### src/rtl/aes_pkg.sv
// Shared AES byte/column helpers and constants, reused by the round datapath,
// key expansion and inverse stages.
package aes_pkg;

  localparam int        AES_STATE_W = 128;
  localparam logic [7:0] AES_RED    = 8'h1B;

  typedef enum logic [1:0] {
    ST_IDLE = 2'd0,
    ST_MIX  = 2'd1,
    ST_DONE = 2'd2
  } sm_state_e;

  function automatic logic [7:0] xtime(input logic [7:0] x);
    xtime = {x[6:0], 1'b0} ^ (x[7] ? AES_RED : 8'h00);
  endfunction

  function automatic logic [7:0] gf_mul2(input logic [7:0] x);
    gf_mul2 = xtime(x);
  endfunction

  function automatic logic [7:0] gf_mul3(input logic [7:0] x);
    gf_mul3 = xtime(x) ^ x;
  endfunction

  // Column-major byte order: byte k sits at bits [127-8k -: 8], k = 4*col + row.
  function automatic logic [7:0] byte_at(input logic [AES_STATE_W-1:0] state,
                                         input int row, input int col);
    byte_at = state[AES_STATE_W-1-8*(4*col+row) -: 8];
  endfunction

  function automatic logic [31:0] col_at(input logic [AES_STATE_W-1:0] state,
                                         input int col);
    col_at = state[AES_STATE_W-1-32*col -: 32];
  endfunction

  function automatic logic [AES_STATE_W-1:0] shift_rows(input logic [AES_STATE_W-1:0] state);
    logic [AES_STATE_W-1:0] res;
    res = '0;
    for (int c = 0; c < 4; c++) begin
      for (int r = 0; r < 4; r++) begin
        res[AES_STATE_W-1-8*(4*c+r) -: 8] = byte_at(state, r, (c + r) % 4);
      end
    end
    shift_rows = res;
  endfunction

endpackage

### src/rtl/aes_mix_column.sv
// Combinational MixColumns on a single 32-bit column (a0 in the MSB byte).
module aes_mix_column
  import aes_pkg::*;
(
  input  logic [31:0] i_col,
  output logic [31:0] o_col
);

  logic [7:0] w_a0, w_a1, w_a2, w_a3;
  logic [7:0] w_b0, w_b1, w_b2, w_b3;

  assign w_a0 = i_col[31:24];
  assign w_a1 = i_col[23:16];
  assign w_a2 = i_col[15:8];
  assign w_a3 = i_col[7:0];

  assign w_b0 = gf_mul2(w_a0) ^ gf_mul3(w_a1) ^ w_a2          ^ w_a3;
  assign w_b1 = w_a0          ^ gf_mul2(w_a1) ^ gf_mul3(w_a2) ^ w_a3;
  assign w_b2 = w_a0          ^ w_a1          ^ gf_mul2(w_a2) ^ gf_mul3(w_a3);
  assign w_b3 = gf_mul3(w_a0) ^ w_a1          ^ w_a2          ^ gf_mul2(w_a3);

  assign o_col = {w_b0, w_b1, w_b2, w_b3};

endmodule

### src/rtl/aes_shift_mix.sv
// AES round stage after SubBytes: ShiftRows at capture, then iterative
// MixColumns (skipped in the final round), valid/ready on both sides.
module aes_shift_mix
  import aes_pkg::*;
#(
  parameter int COLS_PER_CYCLE = 1
) (
  input  logic                   clk,
  input  logic                   rst,
  input  logic                   in_valid,
  output logic                   in_ready,
  input  logic [AES_STATE_W-1:0] in_state,
  input  logic                   in_final,
  output logic                   out_valid,
  input  logic                   out_ready,
  output logic [AES_STATE_W-1:0] out_state
);

  localparam int MIX_CYCLES = (COLS_PER_CYCLE > 0) ? (4 / COLS_PER_CYCLE) : 1;
  localparam int LAST_I     = (MIX_CYCLES - 1) * COLS_PER_CYCLE;
  localparam logic [1:0] LAST_CNT = LAST_I[1:0];
  // With four columns per cycle the step truncates to 0; col_cnt then stays at 0.
  localparam logic [1:0] COL_STEP = COLS_PER_CYCLE[1:0];

  if (!(COLS_PER_CYCLE == 1 || COLS_PER_CYCLE == 2 || COLS_PER_CYCLE == 4)) begin : g_bad_cols
    $error("aes_shift_mix: COLS_PER_CYCLE must be 1, 2 or 4");
  end

  sm_state_e              r_fsm, w_fsm_nxt;
  logic [AES_STATE_W-1:0] r_state;
  logic [1:0]             r_col_cnt;
  logic                   r_final;
  logic                   w_capture;
  logic                   w_mix_step;
  logic [AES_STATE_W-1:0] w_state_mixed;

  logic [1:0]  w_idx     [COLS_PER_CYCLE];
  logic [31:0] w_col_in  [COLS_PER_CYCLE];
  logic [31:0] w_col_out [COLS_PER_CYCLE];

  for (genvar g = 0; g < COLS_PER_CYCLE; g++) begin : g_mix
    assign w_idx[g]    = r_col_cnt + 2'(g);
    assign w_col_in[g] = col_at(r_state, int'(w_idx[g]));

    aes_mix_column u_mix (
      .i_col (w_col_in[g]),
      .o_col (w_col_out[g])
    );
  end

  always_comb begin
    w_state_mixed = r_state;
    for (int g = 0; g < COLS_PER_CYCLE; g++) begin
      w_state_mixed[AES_STATE_W-1-32*int'(w_idx[g]) -: 32] = w_col_out[g];
    end
  end

  always_ff @(posedge clk) begin
    if (rst) r_fsm <= ST_IDLE;
    else     r_fsm <= w_fsm_nxt;
  end

  always_comb begin
    w_fsm_nxt  = r_fsm;
    in_ready   = 1'b0;
    out_valid  = 1'b0;
    w_capture  = 1'b0;
    w_mix_step = 1'b0;
    case (r_fsm)
      ST_IDLE: begin
        in_ready = 1'b1;
        if (in_valid) begin
          w_capture = 1'b1;
          w_fsm_nxt = in_final ? ST_DONE : ST_MIX;
        end
      end
      ST_MIX: begin
        // A latched final flag never mixes; it only reaches here on a corrupt path.
        w_mix_step = !r_final;
        if (r_final || r_col_cnt == LAST_CNT) w_fsm_nxt = ST_DONE;
      end
      ST_DONE: begin
        out_valid = 1'b1;
        if (out_ready) w_fsm_nxt = ST_IDLE;
      end
      default: w_fsm_nxt = ST_IDLE;
    endcase
  end

  always_ff @(posedge clk) begin
    if (rst) begin
      r_state   <= '0;
      r_col_cnt <= 2'd0;
      r_final   <= 1'b0;
    end else if (w_capture) begin
      r_state   <= shift_rows(in_state);
      r_col_cnt <= 2'd0;
      r_final   <= in_final;
    end else if (w_mix_step) begin
      r_state   <= w_state_mixed;
      r_col_cnt <= r_col_cnt + COL_STEP;
    end
  end

  assign out_state = r_state;

endmodule

### config.mk
export PLATFORM = sky130hd
export DESIGN_NAME = aes_shift_mix
export DESIGN_NICKNAME = d
export VERILOG_FILES = /design/src/rtl/aes_pkg.sv /design/src/rtl/aes_mix_column.sv /design/src/rtl/aes_shift_mix.sv
export SDC_FILE = /design/constraint.sdc
export NUM_CORES = 1
export LEC_CHECK = 0
export ABC_CLOCK_PERIOD_IN_PS = 3000
export CAP_MARGIN = 30
export CORE_AREA = 4 4 131 133
export DETAILED_ROUTE_END_ITERATION = 12
export DIE_AREA = 0 0 135 137
export GPL_ROUTABILITY_DRIVEN = 0
export GPL_TIMING_DRIVEN = 0
export MAX_ROUTING_LAYER = met4
export PLACE_DENSITY = 0.77
export SLEW_MARGIN = 0
export SYNTH_ARGS = -nofsm -noshare
export SYNTH_HDL_FRONTEND = slang
export SYNTH_SLANG_ARGS = --single-unit
### constraint.sdc
create_clock -name clk -period 3 [get_ports clk]
set_clock_uncertainty 0.15 [all_clocks]
set_input_delay 0.75 -clock clk [delete_from_list [all_inputs] [get_ports clk]]
set_output_delay 0.75 -clock clk [all_outputs]
set_load 0.01 [all_outputs]
==> key figures <==
Worst hold path
  – Hold Path Stages: 2
  – Worst Hold Class: flip-flop to flip-flop
  – Hold Crit Start: r_final
  – Hold EP: r_final

Yosys
  – Syn Inst Count: 603
  – Yosys cell types: 35
  – Synthesized area per cell: 11.7 sq um
  – Seq/Total Area, Yosys: 37.6%
  – Synth area leaders: dfxtp_1 (38%), a22oi_1 (14%), xnor3_1 (13%)
  – Yosys warns: 0
  – Cell Area, Synth: 7080 sq um
  – Seq cells post-synth: 133
  – Net count after synthesis: 740
  – Synth area leader: dfxtp_1
  – Top cell type's share of synthesized area: 37.6%

CTS
  – CTS Hold Buffers Added: 0
  – Clk pin slew, worst setup/hold paths: 60 ps
  – TritonCTS clock tree: done
  – CTS root buf: clkbuf_16
  – TritonCTS Buffers: 17
  – Clock Latency Late Sink: 430 ps
  – CTS sink cnt: 133
  – Max H-tree Level: 4
  – CTS max path bufs: 2

Timing
  – Fin. Hold Viols: 0
  – Final Cycle Share: 98.6%
  – Count of pins over their slew limit: 0
  – Slew headroom: 49.7%
  – Setup violators final: 0
  – Unrepaired setup endpoints after global routing: no
  – WHS: 385 ps
  – Min cycle time layout: 2960 ps
  – TNS Setup: 0 ps
  – Setup ws final: 42.9 ps
  – Worst slew pin tran: 755 ps
  – Fmax: 338 MHz

Final layout
  – Post-layout util: 67.2%
  – ANT cells: 0
  – Final Net Count: 1,020
  – Layout area overhead: 50.1%
  – Count of non-filler cells in the finished layout: 1,112
  – Fill cells: 1,243
  – Layout cell share with drive strength beyond 1: 10.6%
  – Multi-input logic area: 4100 sq um
  – Seq. cell area: 2660 sq um
  – Post-route cell area: 10,600 sq um

Floorplan
  – Chip Height: 137 microns
  – Core area: 15,800 sq um
  – Total die area: 18,500 sq um
  – Starting density of the core: 44.7%
  – Die width: 135 microns
  – IO Pins: 263
  – Rows: 46

Detailed routing
  – Drt wl/cell: 26.8 microns
  – DRC Markers: 0
  – Final wirelength: 29.8 mm
  – DR pass1 iterations: 8
  – Via count: 7,170
  – Routed vias/inst: 6.45
  – Starting DRT DRC Count: 969
  – Detail Route Antenna Nets: 0

Place
  – Pre-CTS WS: -405 ps
  – Cell Area, Placed: 9960 sq um
  – DP Wirelength: 22.1 mm
  – Placed Cells: 1,080
  – Input/output buffers: 261

Run
  – Maxcap violations: 0

Global route
  – Largest net degree at the start of global routing: 17
  – First-pass GRT wire length: 43.5 mm
  – Initial antenna violation count: 0
  – Vias in the first global route: 7,175
  – GRT overflow: 0
  – GRT Total Usage: 32.7%

Outcome
  – Status: finished, final reports clean

Worst setup path
  – Reg-to-reg endpoint: out_state[73]
  – Crit path required time: 3190 ps
  – Crit. End Element: flip-flop
  – Worst R2R Start: r_col_cnt[0]
  – CP startpoint kind: flip-flop
  – CP max FO: 10
  – Setup slack, reg-to-reg: 40 ps
  – Reg2reg path depth: 6
  – Setup CP Type: flip-flop to flip-flop
  – Arrival @ worst endpoint: 3150 ps

Pwr
  – LEAKAGE: 3.93 nW
  – PD cells: 674 nW/um^2
  – Pwr Total: 7.16 mW
  – VDD IR max: 0.497 mV
==> report_power, final <==
group	internal, mW	switching, mW
combinational	1.40	1.43
clock	1.42	0.843
sequential	1.93	0.142
total	4.75	2.41
==> cell usage in the layout, fill, tap and decap left out, types with 4 or more instances in the layout <==
master / instances
dfxtp_1: 133
o22ai_1: 128
nand3b_1: 4
clkdlybuf4s50_1: 261
xnor2_1: 5
mux4_2: 32
clkbuf_16: 17
xor2_1: 17
clkbuf_1: 47
bufinv_16: 4
clkinv_4: 4
a22oi_1: 128
clkbuf_2: 10
xnor3_1: 42
buf_4: 4
nor3_1: 5
ha_1: 4
a21o_1: 4
==> cell usage after synthesis (all sizes together) <==
| master | number |
|---|---|
| dfxtp | 133 |
| a22oi | 128 |
| nor2 | 3 |
| nand3b | 4 |
| a21oi | 1 |
| xnor3 | 42 |
| nand3 | 2 |
| nand4 | 2 |
| xnor2 | 11 |
| mux4 | 32 |
| o21a | 1 |
| nor3 | 5 |
| xor3 | 2 |
| buf | 12 |
| clkbuf | 57 |
| mux2i | 1 |
| inv | 2 |
| a21o | 4 |
| nand2b | 2 |
| a211oi | 1 |
| o22ai | 128 |
| nor2b | 1 |
| o22a | 1 |
| nand2 | 1 |
| nor4 | 2 |
| xor2 | 20 |
| ha | 4 |
| o21ai | 1 |
==> what timing repair did <==
item / 4_1_cts / 5_1_grt
setup buffers: 0 / 0
setup endpoints to repair: 8 / 85
cloned: 0 / 0
resized for setup: 1 / 23
==> routing by layer <==
metal	track usage (%)	part of all wire [%]
met4	12.7	3.5
met2	52.4	48
met1	40.5	38
met5	-	0
met3	7.76	11
==> kinds of logic after synthesis <==
group,Yosys count,share of synthesized area [%]
AOI/OAI and AO/OA,265,25.8
xor gates and xnor gates,75,19.2
adders and majority gates,4,0.707
buffers and inverters,71,4.65
DFF,133,37.6
muxes,33,10.3
and+or+nand+nor,22,1.75
==> critical path: stages (launching register included) <==
cell	delay, ps
dfxtp_1	360
buf_2	370
clkbuf_4	380
mux4_2	450
xor2_2	350
xnor3_1	590
o22ai_1	220
==> final cells by class <==
| type | instances | area share [%] |
|---|---|---|
| timing repair buffer | 261 | 24.6 |
| buffer | 69 | 3.21 |
| sequential | 133 | 25.0 |
| clock buffer | 18 | 4.13 |
| inverter | 2 | 0.0706 |
| tap | 216 | 2.54 |
| clock inverter | 14 | 1.88 |
| multi-input combinational | 399 | 38.5 |
==> how the worst max path moves through the flow <==
stage            startpoint        endpoint  slack (ps)  cells past startpoint
2_1_floorplan  r_col_cnt[1]    out_state[1]         630                      6
3_3_place_gp       in_valid  out_state[125]        -350                      8
3_5_place_dp       in_valid    out_state[2]        -400                      8
4_1_cts        r_col_cnt[0]   out_state[75]           2                      6
5_1_grt        r_col_cnt[0]   out_state[17]         0.4                      6
6_report       r_col_cnt[0]   out_state[73]          40                      6
==> sequential cells by signal (all words and copies together), names as in the netlist <==
name	cells
r_fsm	2
out_state	128
r_col_cnt	2
r_final	1
Note: power is estimated with default switching activity, not from simulation.
